$ cat config.mk
export PLATFORM = sky130hd
export DESIGN_NAME = bram_arbiter
export DESIGN_NICKNAME = d
export VERILOG_FILES = /design/src/rtl/bram_arbiter.sv
export SDC_FILE = /design/constraint.sdc
export NUM_CORES = 1
export LEC_CHECK = 0
export CAP_MARGIN = 30
export CORE_ASPECT_RATIO = 1.1
export CORE_UTILIZATION = 27
export DETAILED_ROUTE_END_ITERATION = 10
export PLACE_DENSITY = 0.79
export SLEW_MARGIN = 5
export SYNTH_ARGS = -nofsm -noshare
export SYNTH_HDL_FRONTEND = slang
export SYNTH_SLANG_ARGS = --single-unit
export TNS_END_PERCENT = 50
$ cat constraint.sdc
create_clock -name clk_i -period 1.9 [get_ports clk_i]
set_input_delay 0.38 -clock clk_i [delete_from_list [all_inputs] [get_ports clk_i]]
set_output_delay 0.38 -clock clk_i [all_outputs]
set_load 0.05 [all_outputs]
$ cat src/rtl/bram_arbiter.sv
// bram_arbiter: two-requester round-robin arbiter in front of a single
// write port / single read port RAM, with a zero-fill sweep after reset
// or on request.
//
// Ports:
//   clk_i, rst_n_i          clock (rising edge), async active-low reset
//   init_req_i / busy_o     request a zero-fill sweep / sweep in progress
//   wr_req_i, wr_addr*_i,   per-requester write requests, addresses, data
//   wr_data*_i, wr_gnt_o    and one-hot-or-zero combinational write grant
//   rd_req_i, rd_addr*_i,   per-requester read requests, addresses,
//   rd_gnt_o                one-hot-or-zero combinational read grant
//   rd_valid_o, rd_data_o   read data valid (tagged by requester), data
//   we_o, waddr_o, din_o    RAM write port
//   raddr_o, dout_i         RAM read port (registered read, 1-cycle latency)
module bram_arbiter #(
    parameter int AW = 3,
    parameter int DW = 6
) (
    input  logic          clk_i,
    input  logic          rst_n_i,
    input  logic          init_req_i,
    output logic          busy_o,
    input  logic [1:0]    wr_req_i,
    input  logic [AW-1:0] wr_addr0_i,
    input  logic [AW-1:0] wr_addr1_i,
    input  logic [DW-1:0] wr_data0_i,
    input  logic [DW-1:0] wr_data1_i,
    output logic [1:0]    wr_gnt_o,
    input  logic [1:0]    rd_req_i,
    input  logic [AW-1:0] rd_addr0_i,
    input  logic [AW-1:0] rd_addr1_i,
    output logic [1:0]    rd_gnt_o,
    output logic [1:0]    rd_valid_o,
    output logic [DW-1:0] rd_data_o,
    output logic          we_o,
    output logic [AW-1:0] waddr_o,
    output logic [DW-1:0] din_o,
    output logic [AW-1:0] raddr_o,
    input  logic [DW-1:0] dout_i
);

    typedef enum logic {INIT, RUN} state_t;

    state_t        state_q, state_d;
    logic [AW-1:0] cnt_q, cnt_d;
    logic          wprio_q, wprio_d;   // requester that wins a tie
    logic          rprio_q, rprio_d;
    logic [1:0]    rd_valid_q;
    logic          we_c;

    // Round-robin pick among two requesters; prio selects the tie winner.
    function automatic logic [1:0] rr_pick(input logic [1:0] req, input logic prio);
        logic [1:0] g;
        case (req)
            2'b01:   g = 2'b01;
            2'b10:   g = 2'b10;
            2'b11:   g = prio ? 2'b10 : 2'b01;
            default: g = 2'b00;
        endcase
        return g;
    endfunction

    always_ff @(posedge clk_i or negedge rst_n_i) begin
        if (!rst_n_i) begin
            state_q    <= INIT;
            cnt_q      <= '0;
            wprio_q    <= 1'b0;
            rprio_q    <= 1'b0;
            rd_valid_q <= '0;
        end else begin
            state_q    <= state_d;
            cnt_q      <= cnt_d;
            wprio_q    <= wprio_d;
            rprio_q    <= rprio_d;
            rd_valid_q <= rd_gnt_o;
        end
    end

    always_comb begin
        state_d  = state_q;
        cnt_d    = cnt_q;
        wprio_d  = wprio_q;
        rprio_d  = rprio_q;
        busy_o   = 1'b0;
        wr_gnt_o = '0;
        rd_gnt_o = '0;
        we_c     = 1'b0;
        waddr_o  = '0;
        din_o    = '0;
        raddr_o  = '0;

        case (state_q)
            INIT: begin
                busy_o  = 1'b1;
                we_c    = 1'b1;
                waddr_o = cnt_q;
                // Counter wraps back to 0 on the last address, ready for RUN.
                cnt_d   = cnt_q + 1'b1;
                if (cnt_q == '1) state_d = RUN;
            end
            default: begin
                wr_gnt_o = rr_pick(wr_req_i, wprio_q);
                rd_gnt_o = rr_pick(rd_req_i, rprio_q);

                we_c = |wr_gnt_o;
                if (wr_gnt_o[0]) begin
                    waddr_o = wr_addr0_i;
                    din_o   = wr_data0_i;
                    wprio_d = 1'b1;
                end else if (wr_gnt_o[1]) begin
                    waddr_o = wr_addr1_i;
                    din_o   = wr_data1_i;
                    wprio_d = 1'b0;
                end

                if (rd_gnt_o[0]) begin
                    raddr_o = rd_addr0_i;
                    rprio_d = 1'b1;
                end else if (rd_gnt_o[1]) begin
                    raddr_o = rd_addr1_i;
                    rprio_d = 1'b0;
                end

                // Grants of this cycle still complete; the sweep starts next edge.
                if (init_req_i) begin
                    state_d = INIT;
                    cnt_d   = '0;
                end
            end
        endcase
    end

    // Reset must block RAM writes even though INIT normally drives we=1.
    assign we_o       = we_c & rst_n_i;
    assign rd_valid_o = rd_valid_q;
    assign rd_data_o  = dout_i;

endmodule

==> results of run 1 <==
==> kinds of logic after synthesis <==
family          Yosys count  synth area share (%)
flops                     8                  35.2
compound gates           21                  30.3
buf+inv                  11                  13.0
simple gates             19                  17.1
fa+ha+maj                 2                  4.39
==> repair_timing <==
action	4_1_cts	5_1_grt
gates resized for setup	11	5
endpoints found under the setup margin	13	4
cloned	2	0
buffers inserted	0	1
pin swaps	3	1
==> how the worst min path moves through the flow <==
stage	cells past startpoint	endpoint	startpoint	slack, ps
2_1_floorplan	0	cnt_q[0]	rst_n_i	80
3_3_place_gp	1	cnt_q[2]	cnt_q[2]	510
3_5_place_dp	1	cnt_q[2]	cnt_q[2]	510
4_1_cts	2	rd_valid_o[1]	rst_n_i	480
5_1_grt	2	cnt_q[1]	rst_n_i	480
6_report	2	cnt_q[2]	rst_n_i	490
==> per-stage QoR <==
step                      cell area, µm²  power (mW)  util, %  hold slack [ps]  setup TNS [ps]
after global placement              1290        1.72     64.3              506            -938
after floorplan                      584        1.15        -             84.4            -144
after detailed placement            1290        1.75     64.3              514           -1360
final                               1380        1.97     68.8              485               0
after CTS                           1350        1.94     67.4              480               0
after global routing                1380        2.08     68.8              484           -15.0
==> flip-flops by register name (all words and copies together) (netlist names) <==
name,count
cnt_q,3
rd_valid_o,2
rprio_q,1
state_q,1
wprio_q,1
==> metal layers <==
metal  track usage [%]  up-vias  share of wire [%]  routed length, µm
met2              36.9       43                 56               1220
met1              18.1      339                 33                716
met4              7.35        0               0.87                 19
li1                  -      341                  -                  -
met5                 0        -                  0                  0
met3              7.55        4                 11                230
==> power groups by stage <==
stage	combinational, mW	sequential [mW]	clock [mW]
floorplan	0.833	0.316	0
global placement	1.39	0.322	0
detailed placement	1.42	0.327	0
CTS	1.48	0.335	0.132
global route	1.58	0.360	0.140
finish	1.50	0.349	0.125
==> Yosys cell counts <==
cell type / instances
a221o_1: 2
buf_2: 2
a21oi_1: 3
a21o_1: 1
inv_1: 1
a31oi_1: 1
nor2_1: 2
clkinv_1: 1
nor2b_1: 3
and3_4: 1
o21bai_1: 2
a22o_2: 6
o21ai_0: 1
buf_6: 1
o2bb2ai_1: 1
buf_4: 6
ha_1: 2
and3_1: 1
nand3_1: 3
a22o_1: 3
o31a_1: 1
dfrtp_1: 8
nand2b_1: 2
nand2_1: 7
==> cell type report <==
class / instances / area, µm²
well taps: 28 / 35.0
clock buffers: 3 / 22.5
fillers: 161 / 623
inverters: 2 / 11.3
multi-input cells: 44 / 355
flip-flops and latches: 8 / 201
repair buffers: 63 / 751
==> worst reg2reg max path: cells and delay by family, from the launching register on <==
kind | cells | cell delay [ps]
AND/OR/NAND/NOR | 1 | 140
flip-flops | 1 | 510
buffers and inverters | 2 | 380
AO/OA/AOI/OAI | 1 | 150
==> flow_metrics.py, run 1 <==
metrics = {
    "critical_path": {
        "start_kind": "register",
        "cp_top_family": "flip-flops",
        "endpoint_kind": "output port",
        "required_ps": 1520,
        "r2r_end": "cnt_q[2]",
        "critical_path.cell_chain": "nand2b_4 -> and3_4 -> a221o_1 -> buf_6",
        "path_depth": 4,
        "crit_slowest_cell": "dfrtp_1",
        "crit_end": "waddr_o[2]",
        "ff2ff_path_depth": 4,
        "crit_start": "wprio_q",
        "cp.buffers_inverters": 1,
        "max_stage_delay_ps": 400,
        "crit_type": "reg -> out",
        "reg2reg_slack_ps": 670,
        "arrival_ps": 1490,
        "critPathMaxFanout": 5,
        "regToRegStartpoint": "state_q",
    },
    "global_routing": {
        "antenna_found_initial": 0,
        "grt_pass1_wl_um": 3210,
        "grt_max_degree": 13,
        "grt_pass1_vias": 735,
        "grt_usage_pct": 19.7,
        "grt_overflow": 0,
    },
    "finish": {
        "layout.nets": 161,
        "finalNonFillerCells": 148,
        "final_common_cell": "clkdlybuf4s50_1",
        "diodes": 0,
        "layout_common_cells": "clkdlybuf4s50_1 (28), buf_12 (15), buf_4 (13)",
        "areaGrowthSynthToFinish_pct": 142,
        "drive_gt1_share_pct": 45.0,
    },
    "clock_tree": {
        "numCtsBuffers": 3,
        "root_buffer": "clkbuf_4",
        "clkSinkCount": 8,
        "path_clk_slew_ps": 50,
        "ctsHtreeMaxLevel": 1,
        "clk_latency_ps": 250,
        "cts_tree": "built",
        "cts_hold_buf": 0,
        "clockBufferDepth": 2,
    },
    "sta": {
        "slew_violations": 0,
        "setup_violations": 0,
        "post-route-worst-setup-slack_ps": 33.4,
        "worst_pin_slew_ps": 506,
        "hold_violations": 0,
        "timing.final.crit_share_pct": 98.2,
        "skew_ps": 0.539,
        "relSlewSlack_pct": 66.2,
        "fin_crit_ps": 1870,
        "rsz0062_at_grt": "true",
        "fmax_mhz": 536,
    },
    "synth": {
        "synth.area.top_cells": "dfrtp_1 (35%), a22o_2 (11%), buf_4 (7.9%)",
        "synth_area_um2": 569,
        "synth_fp_nets": 100,
        "synth_top_area_share_pct": 35.2,
        "yosysTopAreaCell": "dfrtp_1",
        "synth_cells": 61,
        "ys_seq_area_share_pct": 35.2,
        "synth.avg_cell_area_um2": 9.33,
        "ys_warn_count": 0,
        "synth-seq-cells": 8,
        "synth.distinct_cells": 24,
    },
    "drt": {
        "wl_per_cell_um": 14.8,
        "drt_iter0_drc": 8,
        "drc": 0,
        "vias": 727,
        "via_per_inst": 4.91,
        "ant_nets": 0,
        "dr.pass1.iters": 4,
        "drt-total-wl_um": 2180,
    },
    "place": {
        "dp_slack_ps": -227,
        "gp_congestion": 0.749,
        "dp_cells": 142,
        "port_buffers": 50,
        "hpwlAfterDp_um": 1530,
    },
    "power_and_ir_drop": {
        "ir_drop_mv": 0.847,
        "p_leak_nw": 0.612,
        "power_frac_comb_pct": 76.0,
        "pwr-share-clk_pct": 6.3,
        "seqPwrFrac_pct": 17.7,
        "power.density_mw_per_mm2": 1430,
        "swShare_pct": 47.5,
        "p_int_mw": 1.04,
        "power_switching_mw": 0.938,
    },
    "status": {
        "status": "finished, final reports clean",
    },
    "run": {
        "cap_violations": 0,
    },
    "floorplanning": {
        "rows": 17,
        "io_pins": 63,
        "start_util_pct": 28.5,
        "die_w_um": 45.8,
        "core_area_mm2": 0.00200,
        "die_area_mm2": 0.00230,
        "dieHeight_um": 50.2,
    },
    "hold_path": {
        "hp-class": "in -> async",
    },
}
(Power assumes the default switching activity.)
==> inputs of run 2 (changes only) <==
CORE_AREA = 2 2 39 41   (was not set)
CORE_ASPECT_RATIO = not set   (was 1.1)
CORE_UTILIZATION = not set   (was 27)
DIE_AREA = 0 0 41 43   (was not set)
DONT_BUFFER_PORTS = 1   (was not set)
PLACE_DENSITY = not set   (was 0.79)
==> flow_metrics.py, run 2 (synthesis results as in run 1) <==
metrics = {
    "finish": {
        "drive_gt1_share_pct": 43.3,
        "layout_common_cells": "nand2_1 (7), dfrtp_1 (7), buf_4 (7)",
        "largest_reg_flops": 3,
        "fin_util_pct": 52.5,
        "regMostFlops": "cnt_q",
        "areaGrowthSynthToFinish_pct": 27.7,
        "layout.nets": 108,
        "diodes": 0,
    },
    "floorplanning": {
        "rows": 14,
        "die_w_um": 41,
        "die_area_mm2": 0.00176,
        "dieHeight_um": 43,
        "start_util_pct": 41.1,
        "io_pins": 63,
        "core_area_mm2": 0.00138,
    },
    "global_routing": {
        "grt_pass1_vias": 471,
        "antenna_found_initial": 0,
        "grt_max_degree": 12,
        "grt_pass1_wl_um": 1790,
        "grt_usage_pct": 15.1,
        "grt_overflow": 0,
    },
    "status": {
        "violations": "setup timing",
        "status": "complete, but fails checks",
    },
    "hold_path": {
        "hold_depth": 1,
        "min_to": "cnt_q[1]",
        "hp-class": "in -> reg",
        "min_from": "init_req_i",
    },
    "drt": {
        "drt_iter0_drc": 2,
        "drc": 0,
        "vias": 490,
        "drt-total-wl_um": 1230,
        "via_per_inst": 5.90,
        "wl_per_cell_um": 14.8,
        "ant_nets": 0,
        "dr.pass1.iters": 3,
    },
    "power_and_ir_drop": {
        "ir_drop_mv": 1.00,
        "power.density_mw_per_mm2": 2140,
        "p_leak_nw": 0.337,
    },
    "critical_path": {
        "endpoint_kind": "output port",
        "start_kind": "register",
        "r2r_end": "cnt_q[2]",
        "required_ps": 1520,
        "ff2ff_path_depth": 4,
        "regToRegStartpoint": "state_q",
        "reg2reg_slack_ps": 680,
        "arrival_ps": 1550,
        "critPathMaxFanout": 6,
        "crit_type": "reg -> out",
    },
    "sta": {
        "final.setup.tns_ps": -59.5,
        "skew_ps": 0.242,
        "setup_violations": 2,
        "hold_violations": 0,
        "worst_pin_slew_ps": 515,
        "fmax_mhz": 517,
        "timing.final.crit_share_pct": 102,
        "slew_violations": 0,
        "rsz0062_at_grt": "true",
        "post-route-worst-setup-slack_ps": -33.4,
        "relSlewSlack_pct": 65.8,
        "fin_crit_ps": 1930,
    },
    "clock_tree": {
        "clkSinkCount": 8,
        "cts_tree": "built",
        "clk_latency_ps": 250,
        "ctsHtreeMaxLevel": 1,
        "path_clk_slew_ps": 50,
        "numCtsBuffers": 3,
        "clockBufferDepth": 2,
        "root_buffer": "clkbuf_4",
    },
    "run": {
        "cap_violations": 0,
    },
    "place": {
        "gp_congestion": 0.668,
        "hpwlAfterDp_um": 961,
        "port_buffers": 0,
    },
}
run 2: changes by cell type in the layout (fill, tap and decap cells not counted), moves of 2 or more:
cell | before | now
buf_6 | 3 | 0
a22o_4 | 0 | 3
buf_4 | 13 | 7
nand2_1 | 5 | 7
clkdlybuf4s50_1 | 28 | 0
a22o_2 | 7 | 4
nand2_2 | 2 | 0
buf_12 | 15 | 3
dlygate4sd2_1 | 3 | 0
run 2: per-layer routing:
| metal | GRT usage [%] | wire (µm) |
|---|---|---|
| met1 | 17.1 | 456 |
| met2 | 24.1 | 594 |
| met3 | 3.66 | 169 |
| met4 | 8.67 | 9 |
| met5 | 0 | 0 |
run 2: where the power goes:
group / switching (mW) / internal (mW)
combinational: 0.649 / 0.423
sequential: 0.107 / 0.249
clock: 0.0546 / 0.0721
run 2: repair_timing:
action / CTS / global route
cloned: 1 / 0
setup buffers: 1 / 0
pin swaps: 3 / 3
resized for setup: 3 / 4
hold endpoints to repair: 8 / 0
endpoints found under the setup margin: 8 / 5
hold buffers: 1 / 0
run 2: worst max-delay path, cell delays in order (launching register included):
cell and delay, ps:
dfrtp_1 390, nand2b_4 150, and3_4 240, a221o_1 370, buf_12 160
run 2: worst max-delay path by stage:
stage / slack (ps) / start / to
after floorplan: -80 / state_q / raddr_o[0]
after global placement: 180 / wprio_q / waddr_o[1]
after detailed placement: 140 / wprio_q / waddr_o[1]
after CTS: -40 / wprio_q / waddr_o[1]
after global routing: -90 / wprio_q / waddr_o[2]
final: -30 / wprio_q / waddr_o[1]
run 2: stage by stage:
| step | hold WS, ps | setup slack (ps) | cell area (µm²) | power [mW] | std cells |
|---|---|---|---|---|---|
| after CTS | 200 | -44.1 | 701 | 1.55 | 83 |
| after global placement | 84.6 | 176 | 643 | 1.38 | 77 |
| after global routing | 207 | -86.7 | 727 | 1.66 | 83 |
| final | 208 | -33.4 | 727 | 1.55 | 83 |
| after floorplan | 84.4 | -79.5 | 584 | 1.15 | 61 |
| after detailed placement | 84.6 | 145 | 643 | 1.39 | 77 |
run 2: layout make-up:
type / count / area, µm²
Tap cell: 16 / 20.0
Multi-Input combinational cell: 43 / 353
Inverter: 2 / 7.51
Clock buffer: 3 / 22.5
Fill cell: 130 / 657
Timing Repair Buffer: 11 / 123
Sequential cell: 8 / 201
==> inputs of run 3 (changes only) <==
CTS_CLUSTER_DIAMETER = 30   (was not set)
==> results of run 3 <==
Same layout as run 2: the final DEF is identical, and so are final timing and power.
